`config.mk`:
```
export PLATFORM = sky130hd
export DESIGN_NAME = chacha20_keystream_xor
export DESIGN_NICKNAME = d
export VERILOG_FILES = /design/src/rtl/chacha_pkg.sv /design/src/rtl/chacha20_keystream_xor.sv
export SDC_FILE = /design/constraint.sdc
export NUM_CORES = 1
export LEC_CHECK = 0
export ABC_AREA = 0
export CAP_MARGIN = 10
export CELL_PAD_IN_SITES_DETAIL_PLACEMENT = 1
export CELL_PAD_IN_SITES_GLOBAL_PLACEMENT = 1
export CORE_MARGIN = 1.5
export CORE_UTILIZATION = 41
export DETAILED_ROUTE_END_ITERATION = 10
export GPL_ROUTABILITY_DRIVEN = 1
export HOLD_SLACK_MARGIN = 0.06
export MAX_ROUTING_LAYER = met4
export PLACE_DENSITY = 0.84
export SYNTH_ARGS = -nofsm -noshare
export SYNTH_HDL_FRONTEND = slang
export SYNTH_SLANG_ARGS = --single-unit
```
`constraint.sdc`:
```
create_clock -name clk -period 3.9 [get_ports clk]
set_input_delay 0.78 -clock clk [delete_from_list [all_inputs] [get_ports clk]]
set_output_delay 0.78 -clock clk [all_outputs]
set_load 0.1 [all_outputs]
```
`src/rtl/chacha_pkg.sv`:
```
// Shared constants, FSM state type and keystream word selection for the
// ChaCha20 keystream XOR stage.
package chacha_pkg;

    localparam int WORD_W   = 32;
    localparam int BLOCK_W  = 512;
    localparam int KS_WORDS = 16;

    typedef enum logic [1:0] {
        EMPTY  = 2'd0,
        REQ    = 2'd1,
        WAIT   = 2'd2,
        STREAM = 2'd3
    } ks_state_t;

    // Word 0 sits in the most significant 32 bits of the block.
    function automatic logic [WORD_W-1:0] ks_word(input logic [BLOCK_W-1:0] blk,
                                                  input logic [3:0]         idx);
        return blk[BLOCK_W-1-WORD_W*int'(idx) -: WORD_W];
    endfunction

endpackage

```
`src/rtl/chacha20_keystream_xor.sv`:
```
// Fetches 512-bit keystream blocks from the ChaCha20 core, buffers one block
// and XORs it word-by-word onto the plaintext stream.
module chacha20_keystream_xor
    import chacha_pkg::*;
#(
    parameter int TIMEOUT_CYCLES = 64
) (
    input  logic         clk,
    input  logic         resetn,
    input  logic         in_valid,
    output logic         in_ready,
    input  logic [31:0]  in_data,
    input  logic         in_last,
    output logic         ks_req,
    input  logic         ks_valid,
    input  logic [511:0] ks_block,
    output logic [31:0]  blk_ctr,
    output logic         out_valid,
    input  logic         out_ready,
    output logic [31:0]  out_data,
    output logic         out_last,
    output logic         err_timeout,
    output logic         busy,
    output logic [1:0]   state_dbg
);

    localparam int TIMER_W = (TIMEOUT_CYCLES > 2) ? $clog2(TIMEOUT_CYCLES) : 1;

    ks_state_t           state_q, state_d;
    logic [TIMER_W-1:0]  timer_q, timer_d;
    logic [3:0]          idx_q, idx_d;
    logic [BLOCK_W-1:0]  buf_q, buf_d;
    logic [WORD_W-1:0]   ctr_q, ctr_d;
    logic                err_q, err_d;
    logic                ov_q, ov_d;
    logic [WORD_W-1:0]   od_q, od_d;
    logic                ol_q, ol_d;

    logic                in_ready_c;
    logic                xfer;

    always_ff @(posedge clk) begin
        if (!resetn) begin
            state_q <= EMPTY;
            timer_q <= '0;
            idx_q   <= '0;
            buf_q   <= '0;
            ctr_q   <= '0;
            err_q   <= 1'b0;
            ov_q    <= 1'b0;
            od_q    <= '0;
            ol_q    <= 1'b0;
        end else begin
            state_q <= state_d;
            timer_q <= timer_d;
            idx_q   <= idx_d;
            buf_q   <= buf_d;
            ctr_q   <= ctr_d;
            err_q   <= err_d;
            ov_q    <= ov_d;
            od_q    <= od_d;
            ol_q    <= ol_d;
        end
    end

    // Both ports use valid/ready: a word moves on a rising edge where valid
    // and ready are both high; valid never waits on ready, and a held word
    // keeps its data/last stable until taken.
    always_comb begin
        state_d    = state_q;
        timer_d    = timer_q;
        idx_d      = idx_q;
        buf_d      = buf_q;
        ctr_d      = ctr_q;
        err_d      = err_q;
        ov_d       = ov_q;
        od_d       = od_q;
        ol_d       = ol_q;
        in_ready_c = (state_q == STREAM) && (!ov_q || out_ready);
        xfer       = in_valid && in_ready_c;

        if (out_ready) begin
            ov_d = 1'b0;
        end

        case (state_q)
            EMPTY: begin
                if (in_valid) begin
                    state_d = REQ;
                end
            end
            REQ: begin
                timer_d = '0;
                state_d = WAIT;
            end
            WAIT: begin
                timer_d = timer_q + 1'b1;
                // A block arriving in the timeout cycle still counts.
                if (ks_valid) begin
                    buf_d   = ks_block;
                    idx_d   = '0;
                    ctr_d   = ctr_q + 1'b1;
                    state_d = STREAM;
                end else if (timer_d == TIMER_W'(TIMEOUT_CYCLES - 1)) begin
                    err_d   = 1'b1;
                    state_d = EMPTY;
                end
            end
            STREAM: begin
                if (xfer) begin
                    od_d = in_data ^ ks_word(buf_q, idx_q);
                    ol_d = in_last;
                    ov_d = 1'b1;
                    if (in_last) begin
                        idx_d   = '0;
                        ctr_d   = '0;
                        buf_d   = '0;
                        state_d = EMPTY;
                    end else if (idx_q == 4'(KS_WORDS - 1)) begin
                        idx_d   = '0;
                        state_d = EMPTY;
                    end else begin
                        idx_d = idx_q + 1'b1;
                    end
                end
            end
            default: begin
                state_d = EMPTY;
            end
        endcase
    end

    assign in_ready    = in_ready_c;
    assign ks_req      = (state_q == REQ);
    assign blk_ctr     = ctr_q;
    assign out_valid   = ov_q;
    assign out_data    = od_q;
    assign out_last    = ol_q;
    assign err_timeout = err_q;
    assign busy        = (state_q != EMPTY) || ov_q;
    assign state_dbg   = state_q;

endmodule

```
# Yosys cells after proc, flatten, opt, wreduce, memory -nomap -nowiden
# Index checks and enable logic that the tools add are counted.
[op_classes]
shifts = 1
reduce_logical = 14
n_addsub = 4
bitwise_logic = 2
muxes = 24
n_eq_ne = 11
[ops]
columns = ["cell", "n"]
rows = [
  ["512-bit two-way mux", 3],
  ["512-bit one-hot mux with 2 select lines", 1],
  ["543-bit by 10-bit variable part select with 32-bit output", 1],
  ["32-bit two-way mux", 3],
  ["32-bit one-hot mux with 2 select lines", 1],
  ["32-bit by 1-bit adder with 32-bit output (second input constant)", 1],
  ["32-bit XOR", 1],
  ["4-bit two-way mux", 4],
  ["2-bit two-way mux", 6],
  ["6-bit one-hot mux with 2 select lines", 1],
  ["9-bit by 9-bit subtractor with 10-bit output (first input constant)", 1],
  ["2-bit != test (second input constant)", 4],
  ["2-bit one-hot mux with 4 select lines", 1],
  ["4-bit one-hot mux with 2 select lines", 1],
  ["4-bit AND reduction", 2],
  ["6-bit by 1-bit adder with 6-bit output (second input constant)", 1],
  ["6-bit == test (second input constant)", 1],
  ["3-bit AND reduction", 2],
  ["2-bit nonzero test", 3],
  ["4-bit by 1-bit adder with 4-bit output (second input constant)", 1],
  ["2-bit == test (second input constant)", 2],
  ["4-bit == test (second input constant)", 1],
  ["1-bit two-way mux", 3],
  ["3-bit by 2-bit != test with 1-bit output (second input constant)", 1],
  ["other kinds (8)", 10],
]
[word_totals]
word_cells = 65
output_inout_bits = 72
input_bits = 550
reg_bits = 591

# Longest topological paths before layout
# Gate-level depths: netlist of run 1.
[depth]
depth_word = 6
mapped_depth = 9
mapped_depth_nobuf = 7

# Least setup slack after synthesis of run 1
# OpenSTA, ideal clock, no wires.
[synth_timing]
path_kind = "reg2out"
startpoint = "reg state_q[1] (netlist: state_dbg[1])"
endpoint = "out in_ready"
stages_incl_launch_ff = 5
arrival_time_ns = 2.793
path_slack_ns = 0.327
path_buffers = 1
required_time_ns = 3.120
path_cell_list = "dfxtp_1 -> ha_1 -> buf_2 -> inv_1 -> nor2_1"
[synth_between]
elab_chain_len = 2
[synth_lines]
columns = ["element", "line", "text"]
rows = [
  ["start, declared", "chacha20_keystream_xor.sv:29", "ks_state_t state_q, state_d;"],
  ["start signal, assigned", "chacha20_keystream_xor.sv:54", "state_q <= state_d;"],
  ["2-bit == test", "chacha20_keystream_xor.sv:79", "in_ready_c = (state_q == STREAM) && (!ov_q || out_ready);"],
  ["1-bit logical AND", "chacha20_keystream_xor.sv:79", ""],
  ["end, declared", "chacha20_keystream_xor.sv:11", "output logic in_ready,"],
]
# No other way between the ends.

# Worst setup path in the final report of run 1
[layout_timing]
startpoint = "reg state_q[1] (netlist: state_dbg[1])"
endpoint = "out ks_req"
[layout_between]
elab_chain_len = 1
[layout_lines]
columns = ["element", "line", "text"]
rows = [
  ["2-bit by 1-bit == test with 1-bit output", "chacha20_keystream_xor.sv:134", "assign ks_req = (state_q == REQ);"],
  ["end, declared", "chacha20_keystream_xor.sv:14", "output logic ks_req,"],
]
# No other way between the ends.

==> results of run 1 <==
[registers in the layout, indices dropped and copies added, names as in the netlist]
signal / flops
idx_q: 4
out_valid: 1
buf_q: 512
blk_ctr: 32
err_timeout: 1
out_data: 32
state_dbg: 2
out_last: 1
timer_q: 6
[cell type report]
| class | count | area (µm²) |
|---|---|---|
| multi-input cells | 1054 | 10300 |
| well taps | 748 | 936 |
| fillers | 5482 | 23300 |
| clock buffers | 94 | 1850 |
| inverters | 13 | 48.8 |
| flip-flops and latches | 591 | 11800 |
| clock inverters | 19 | 277 |
| diodes | 55 | 138 |
| repair buffers | 652 | 6560 |
[layout by cell type (no fill, tap or decap), types with 16 or more instances in the layout]
master             n
diode_2           55
a22o_1           513
o21ai_0           51
clkbuf_16         63
mux4_2           128
a21oi_1           63
nor2_1            28
mux2i_1           97
clkbuf_8          16
buf_4             26
nand2_1           24
dfxtp_1          587
clkdlybuf4s50_1  615
xnor2_1           44
[how the worst min path moves through the flow]
stage,startpoint,endpoint,slack [ns],cells past startpoint
finish,buf_q[434]$_SDFFE_PN0P_,buf_q[434]$_SDFFE_PN0P_,0.47,1
global placement,buf_q[78]$_SDFFE_PN0P_,buf_q[78]$_SDFFE_PN0P_,0.45,1
floorplan,buf_q[100]$_SDFFE_PN0P_,buf_q[100]$_SDFFE_PN0P_,0.44,1
detailed placement,buf_q[123]$_SDFFE_PN0P_,buf_q[123]$_SDFFE_PN0P_,0.46,1
global route,buf_q[337]$_SDFFE_PN0P_,buf_q[337]$_SDFFE_PN0P_,0.49,1
CTS,buf_q[434]$_SDFFE_PN0P_,buf_q[434]$_SDFFE_PN0P_,0.48,1
[power breakdown]
group	total, W	internal, W	switching (W)
clock network	0.00622	0.00371	0.00251
logic	0.00302	0.00133	0.00168
registers	0.00702	0.00664	0.000379
total	0.0163	0.0117	0.00457
[logic make-up after synthesis]
family,count (synthesis)
fa+ha+maj,9
flops,591
buf+inv,191
mux,226
xor+xnor,48
simple gates,129
compound gates,642
[per-layer routing]
metal	up-vias	wire (µm)	global-route usage [%]	share of wire [%]
li1	8329	-	-	-
met1	9266	31600	32.3	36
met2	660	45300	52.2	52
met3	201	6240	8.04	7.1
met4	0	4240	15.2	4.9
met5	-	0	-	0
[through the flow]
step / total power [W] / hold WS, ns / utilization [%] / setup WS (ns) / std cells
global placement: 0.00994 / 0.455 / 53.8 / 0.690 / 3058
finish: 0.0163 / 0.473 / 57.9 / 0.667 / 3226
floorplan: 0.00885 / 0.444 / - / 0.327 / 1836
detailed placement: 0.0101 / 0.460 / 53.8 / 0.674 / 3058
global route: 0.0168 / 0.486 / 57.8 / 0.575 / 3221
CTS: 0.0163 / 0.477 / 57.6 / 0.639 / 3171
==> impl_metrics.ini, run 1 <==
[timing]
relSlewSlack_pct = 12.3
finalSetupViolCount = 0
fin_tns_setup_ns = 0
report.final.slew_viol_count = 0
finalClockSkew_ns = 0.0250
rsz0062_at_grt = false
worst_pin_slew_ns = 1.32
max_freq_mhz = 309
finalCritPeriodShare_pct = 82.9
finalHoldViolCount = 0
final.min_clock_period_ns = 3.23

[logic_synthesis]
yosys.area_share.simple_pct = 2.99
yosysWarningCount = 0
synthArstFlopShare_pct = 0
yosysMostFrequentCell = dfxtp_1
synthXorXnorAreaFrac_pct = 1.83
yosysTopAreaCellShare_pct = 51.6
synth_compound_area_share_pct = 22.6
synthMuxAreaShare_pct = 16.9
syn-cell-area_um2 = 22900
ys.flop_type = dfxtp_1
syn_nets = 2395
avgSynthCellArea_um2 = 12.5
synth_area_leaders = dfxtp_1 (52%), a22o_1 (20%), mux4_2 (13%)
synthCells = 1836
ys_seq_area_share_pct = 51.6
synth_area_leader_cell = dfxtp_1
synth_edf_count = 0
synthAdderAreaFrac_pct = 0.491
synth_top_family_by_area = compound AO/OA/AOI/OAI gates
ys_types = 40
synth_seq_cells = 591
synth_commonest_cells = dfxtp_1 (591), a22o_1 (513), mux4_2 (128), clkbuf_1 (97), mux2i_1 (97)

[worst_setup_path]
endpoint = ks_req
crit_buf_inv = 2
crit_chain = inv_1, ha_1, clkdlybuf4s50_1
timing.rr.end = buf_q[137]$_SDFFE_PN0P_
crit_fanout = 7
startpoint = state_dbg[1]$_SDFFE_PN0P_
crit_type = register to output port
cpMaxStageDelayCell = clkdlybuf4s50_1
crit_path_end_kind = output port
r2r_cells = 6
worst-path-stages = 3
worstSetupStartpointType = register
crit_family = buffers and inverters
r2r_setup_slack_ns = 1.01
crit_arrival_ns = 2.45
r2r-start = state_dbg[0]$_SDFFE_PN0P_
cpPeakStageDelay_ns = 1.17
cp.required_ns = 3.12

[grt]
grt_max_degree = 246
antenna_found_initial = 48
overflow = 0
grt_pass1_vias = 19900
grt_usage_pct = 30.4
grt_pass1_wl_um = 126000

[cells_and_area]
layout.nets = 2932
fin_area_um2 = 31900
drive_above_1_share_pct = 11.4
areaGrowthSynthToFinish_pct = 39.4

[placement]
gp_congestion = 0.918
dpl.hpwl_um = 60900
place_area_um2 = 29700
port_buffers = 621

[cts]
clkLatencyLatePin_ns = 0.63
cts_root_buffer = clkbuf_16
htreeDepth = 2
hold_buffers = 0
postCtsSetupBuffers = 0
tritoncts = yes
clockBufferDepth = 3
clkSlewWorstSetupHoldPaths_ns = 0.06
post_cts_resized = 0
cts.sinks = 591
cts_made_buffers = 61

[run_status]
status = completed

[detailed_routing]
viasPerCell = 5.72
ant_nets = 0
drcViolationCount = 0
dr.pass1.iters = 4
totalWireLength_um = 87400
routedWlPerCell_um = 27.1
dr_total_vias = 18500
drt_iter0_drc = 1103

[pwr]
power_density_nw_per_um2 = 509
ir_drop_uv = 397
p_leak_nw = 11.4

[floorplanning]
die_w_um = 239
num_rows = 86
pin_count = 622
dieArea_um2 = 57300
initial_utilization_pct = 41.5
core_area_um2 = 55200
die_h_um = 239

[job]
max_cap_violations = 0

[min_path]
hp-class = register to register
(Power assumes the default switching activity.)
==> inputs of run 2 (changes only) <==
- CORE_UTILIZATION: 41 -> 34
- PLACE_DENSITY: 0.84 -> 0.75
- clock period: 3.9 -> 2.81 ns (I/O delays scaled with it)
==> run 2 against run 1 <==
- sequential power increased by 38%
- critical path depth increased by 5
- power grew 44%
- highest routed layer unchanged
==> impl_metrics.ini, run 2 (same netlist as run 1, synthesis figures left out) <==
[placement]
dpl.hpwl_um = 63100
gp_congestion = 0.876
port_buffers = 621
pre_cts_slack_ns = 0.0210
place_area_um2 = 30300

[timing]
rsz0062_at_grt = false
final.min_clock_period_ns = 2.49
finalClockSkew_ns = 0.0155
finalSetupViolCount = 0
max_freq_mhz = 401
report.final.slew_viol_count = 0
fin_tns_setup_ns = 0
worst_pin_slew_ns = 0.604
relSlewSlack_pct = 59.7
finalHoldViolCount = 0
fin_ws_ns = 0.318
finalCritPeriodShare_pct = 88.7

[grt]
grt_pass1_vias = 20000
antenna_found_initial = 27
grt_max_degree = 84
overflow = 0
grt_pass1_wl_um = 128000
grt_usage_pct = 25.0

[cts]
cts.sinks = 591
cts_made_buffers = 67
htreeDepth = 3
clkLatencyLatePin_ns = 0.58
cts_root_buffer = clkbuf_16
clockBufferDepth = 3
hold_buffers = 0
post_cts_resized = 0
postCtsSetupBuffers = 0
clkSlewWorstSetupHoldPaths_ns = 0.06
tritoncts = yes

[floorplanning]
core_area_um2 = 66200
die_w_um = 263
dieArea_um2 = 69000
initial_utilization_pct = 34.6
pin_count = 622
die_h_um = 263
num_rows = 94

[worst_setup_path]
worstSetupStartpointType = register
r2r_cells = 8
crit_path_end_kind = register
crit_fanout = 8
cp.required_ns = 3.32
crit_type = register to register
r2r_setup_slack_ns = 0.32
crit_arrival_ns = 3.00

[detailed_routing]
drt_iter0_drc = 1178
viasPerCell = 5.44
totalWireLength_um = 85200
drcViolationCount = 0
dr.pass1.iters = 5
ant_nets = 0
routedWlPerCell_um = 25.3
dr_total_vias = 18300

[cells_and_area]
largest_reg_flops = 512
largest-register = buf_q
layout.nets = 2989
layout_commonest_cell = dfxtp_1
drive_above_1_share_pct = 16.3
postLayoutCoreUtil_pct = 49.5
layout_common_cells = dfxtp_1 (584), clkdlybuf4s50_1 (548), a22o_1 (513)
fin_area_um2 = 32700
areaGrowthSynthToFinish_pct = 42.9

[pwr]
power.total_w = 0.0235
power_density_nw_per_um2 = 718
ir_drop_uv = 493
p_leak_nw = 12.0

[run_status]
status = completed

[min_path]
hp-class = input pin to register
whs_path_depth = 3

[job]
max_cap_violations = 0
==> run 2: cell count changes in the layout (fill, tap and decap cells not counted), moves of 3 or more <==
cell             before  now
buf_4                26  121
clkdlybuf4s50_1     615  548
diode_2              55   28
buf_12               10   33
clkbuf_16            63   72
clkbuf_8             16   11
dfxtp_1             587  584
==> run 2: area by class of cell <==
class | count | area [µm²]
clock buffer | 97 | 2010
inverter | 13 | 48.8
tap | 864 | 1080
antenna | 28 | 70.1
fill | 6791 | 33500
timing repair buffer | 703 | 7060
clock inverter | 20 | 335
multi-input combinational | 1054 | 10300
sequential | 591 | 11900
==> run 2: final timing paths <==
path,to,from
worst max-delay path,blk_ctr[22]$_SDFFE_PN0P_,state_dbg[0]$_SDFFE_PN0P_
worst min-delay path,blk_ctr[0]$_SDFFE_PN0P_,resetn
worst min register to register,buf_q[15]$_SDFFE_PN0P_,buf_q[15]$_SDFFE_PN0P_
worst max register to register,blk_ctr[22]$_SDFFE_PN0P_,state_dbg[0]$_SDFFE_PN0P_
==> run 2: through the flow <==
step           hold slack, ns  cells
3_5_place_dp            0.462   3225
3_3_place_gp            0.455   3225
5_1_grt                 0.398   3369
6_report                0.384   3370
4_1_cts                 0.338   3342
2_1_floorplan           0.444   1836
==> run 2: where the power goes <==
group	switching (W)	internal, W
Clock	0.00355	0.00578
Combinational	0.00240	0.00205
Sequential	0.000487	0.00923
Total	0.00643	0.0171
==> run 2: per-layer routing <==
layer | wire, µm | up-vias | global-route usage (%)
met3 | 4840 | 133 | 5.62
met5 | 0 | - | -
li1 | - | 8409 | -
met1 | 33200 | 9252 | 27.3
met2 | 44400 | 543 | 44.1
met4 | 2760 | 0 | 9.24
==> run 2: worst max-delay path: stages, from the launching register on <==
cell and delay (ns):
dfxtp_4 0.36, ha_1 0.27, buf_4 0.18, inv_1 0.14
a31oi_1 0.12, or4_1 0.66, buf_4 0.21, or3_1 0.31
a21oi_1 0.17
==> inputs of run 3 (changes only) <==
- ABC_AREA: 0 -> 1
- CORE_UTILIZATION: 34 -> 32
- GPL_ROUTABILITY_DRIVEN: 1 -> unset
- PLACE_DENSITY: 0.75 -> 0.76
==> run 3 against run 2 <==
- non-clock buffer count up 18
- clock-buffer cell count up 7
- wire length up 42%
==> impl_metrics.ini, run 3 <==
[logic_synthesis]
ys.flop_type = dfxtp_1
synth_edf_count = 0
syn_nets = 4626
yosysMostFrequentCell = nand3_1
synthCells = 4067
synth_compound_area_share_pct = 10.4
syn-cell-area_um2 = 27300
synthArstFlopShare_pct = 0
synth_top_family_by_area = simple AND/OR/NAND/NOR gates
synth_commonest_cells = nand3_1 (1055), nand2_1 (745), inv_1 (628), dfxtp_1 (591), o21ai_0 (520)
ys_types = 36
synth_seq_cells = 591
ys_seq_area_share_pct = 43.3
synth_area_leaders = dfxtp_1 (43%), nand3_1 (19%), nand2_1 (10%)
yosysWarningCount = 0
synth_area_leader_cell = dfxtp_1
synthAdderAreaFrac_pct = 0.412
synthMuxAreaShare_pct = 0
yosys.area_share.simple_pct = 32.4
synthXorXnorAreaFrac_pct = 0.160
avgSynthCellArea_um2 = 6.72
yosysTopAreaCellShare_pct = 43.3

[pwr]
ir_drop_uv = 479
power_density_nw_per_um2 = 762
p_leak_nw = 14.8

[job]
max_cap_violations = 0

[timing]
finalCritPeriodShare_pct = 89.6
relSlewSlack_pct = 43.9
finalHoldViolCount = 0
final.min_clock_period_ns = 2.52
finalSetupViolCount = 0
max_freq_mhz = 397
fin_tns_setup_ns = 0
rsz0062_at_grt = false
report.final.slew_viol_count = 0
worst_pin_slew_ns = 0.841
fin_ws_ns = 0.291
finalClockSkew_ns = 0.0243

[placement]
dpl.hpwl_um = 89200
pre_cts_slack_ns = 0.160
place_area_um2 = 34800
gp_congestion = 0.897
port_buffers = 621

[cells_and_area]
layout.nets = 5128
layout_common_cells = nand3_1 (1055), nand2_1 (745), inv_1 (623)
drive_above_1_share_pct = 6.46
largest-register = buf_q
largest_reg_flops = 512
fin_area_um2 = 37100
areaGrowthSynthToFinish_pct = 35.8
layout_commonest_cell = nand3_1

[cts]
cts.sinks = 591
tritoncts = yes
postCtsSetupBuffers = 0
post_cts_resized = 0
cts_root_buffer = clkbuf_16
clkSlewWorstSetupHoldPaths_ns = 0.06
htreeDepth = 3
cts_made_buffers = 72
clockBufferDepth = 3
clkLatencyLatePin_ns = 0.61
hold_buffers = 0

[run_status]
status = completed

[detailed_routing]
drcViolationCount = 0
dr_total_vias = 29200
viasPerCell = 5.05
drt_iter0_drc = 1834
routedWlPerCell_um = 21.0
totalWireLength_um = 121000
ant_nets = 0
dr.pass1.iters = 5

[worst_setup_path]
r2r_cells = 9
r2r-start = state_dbg[0]$_SDFFE_PN0P_
crit_arrival_ns = 1.96
startpoint = state_dbg[0]$_SDFFE_PN0P_
crit_fanout = 6
crit_path_end_kind = output port
cp.required_ns = 2.25
worstSetupStartpointType = register
crit_type = register to output port

[grt]
grt_max_degree = 85
grt_pass1_wl_um = 180000
antenna_found_initial = 29
overflow = 0
grt_usage_pct = 28.0
grt_pass1_vias = 29500

[floorplanning]
core_area_um2 = 84100
die_h_um = 295
dieArea_um2 = 87100
pin_count = 622
num_rows = 106
initial_utilization_pct = 32.5
die_w_um = 295

[min_path]
hp-class = register to register
min_from = buf_q[327]$_SDFFE_PN0P_
whs_path_depth = 2
## run 3: changes by cell type after synthesis, moves of 64 or more
cell      change
nand2_1     +721
o21ai_0     +468
a22o_1      -513
nor2_1      +116
mux2i_1      -97
clkbuf_1     +64
inv_1       +615
nand3_1    +1041
mux4_2      -128
## run 3: path summary, 6_finish.rpt
kind	slack, ns	to
setup / recovery	0.29	in_ready
hold / removal	0.47	buf_q[327]$_SDFFE_PN0P_
setup reg to reg	0.37	blk_ctr[31]$_SDFFE_PN0P_
hold reg to reg	0.47	buf_q[327]$_SDFFE_PN0P_
## run 3: cell type report
cell class / instances / area, µm²
antenna: 25 / 62.6
clock buffer: 104 / 2040
clock inverter: 17 / 209
fill: 10600 / 47000
inverter: 632 / 2390
multi-input combinational: 2551 / 11900
sequential: 591 / 11800
tap: 1134 / 1420
timing repair buffer: 721 / 7250
## run 3: logic make-up (layout without fill, tap and decap cells)
logic type | Yosys count | after routing
DFF | 591 | 591
xor gates and xnor gates | 5 | 5
buffers and inverters | 925 | 1474
other | 0 | 25
adders and majority gates | 9 | 9
and+or+nand+nor | 1974 | 1974
AOI/OAI and AO/OA | 563 | 563
## run 3: power breakdown
part	leakage (nW)	switching (W)	internal [W]
Clock	1.11	0.00380	0.00534
Sequential	4.78	0.000302	0.00929
Combinational	8.88	0.00658	0.00297
## run 3: stage by stage
step                power [W]  hold WS (ns)  util (%)  cells
floorplan              0.0153         0.448         -   4067
global placement       0.0191         0.460      41.4   5629
detailed placement     0.0193         0.465      41.4   5629
CTS                    0.0285         0.477      44.0   5750
global route           0.0298         0.489      44.1   5774
finish                 0.0283         0.472      44.1   5775
## run 3: metal layers
layer	wire (µm)	track usage, %	vias up	part of all wire [%]
li1	-	-	14100	-
met5	0	-	-	0
met1	53000	35.3	14100	44
met2	57400	44.9	765	47
met4	4500	10.8	0	3.7
met3	6220	4.35	168	5.1
## run 3: worst max-delay path, stage by stage (launching register included)
cell and delay, ns:
dfxtp_1 0.49, ha_1 0.38, inv_2 0.15, nor2_4 0.15, buf_12 0.18
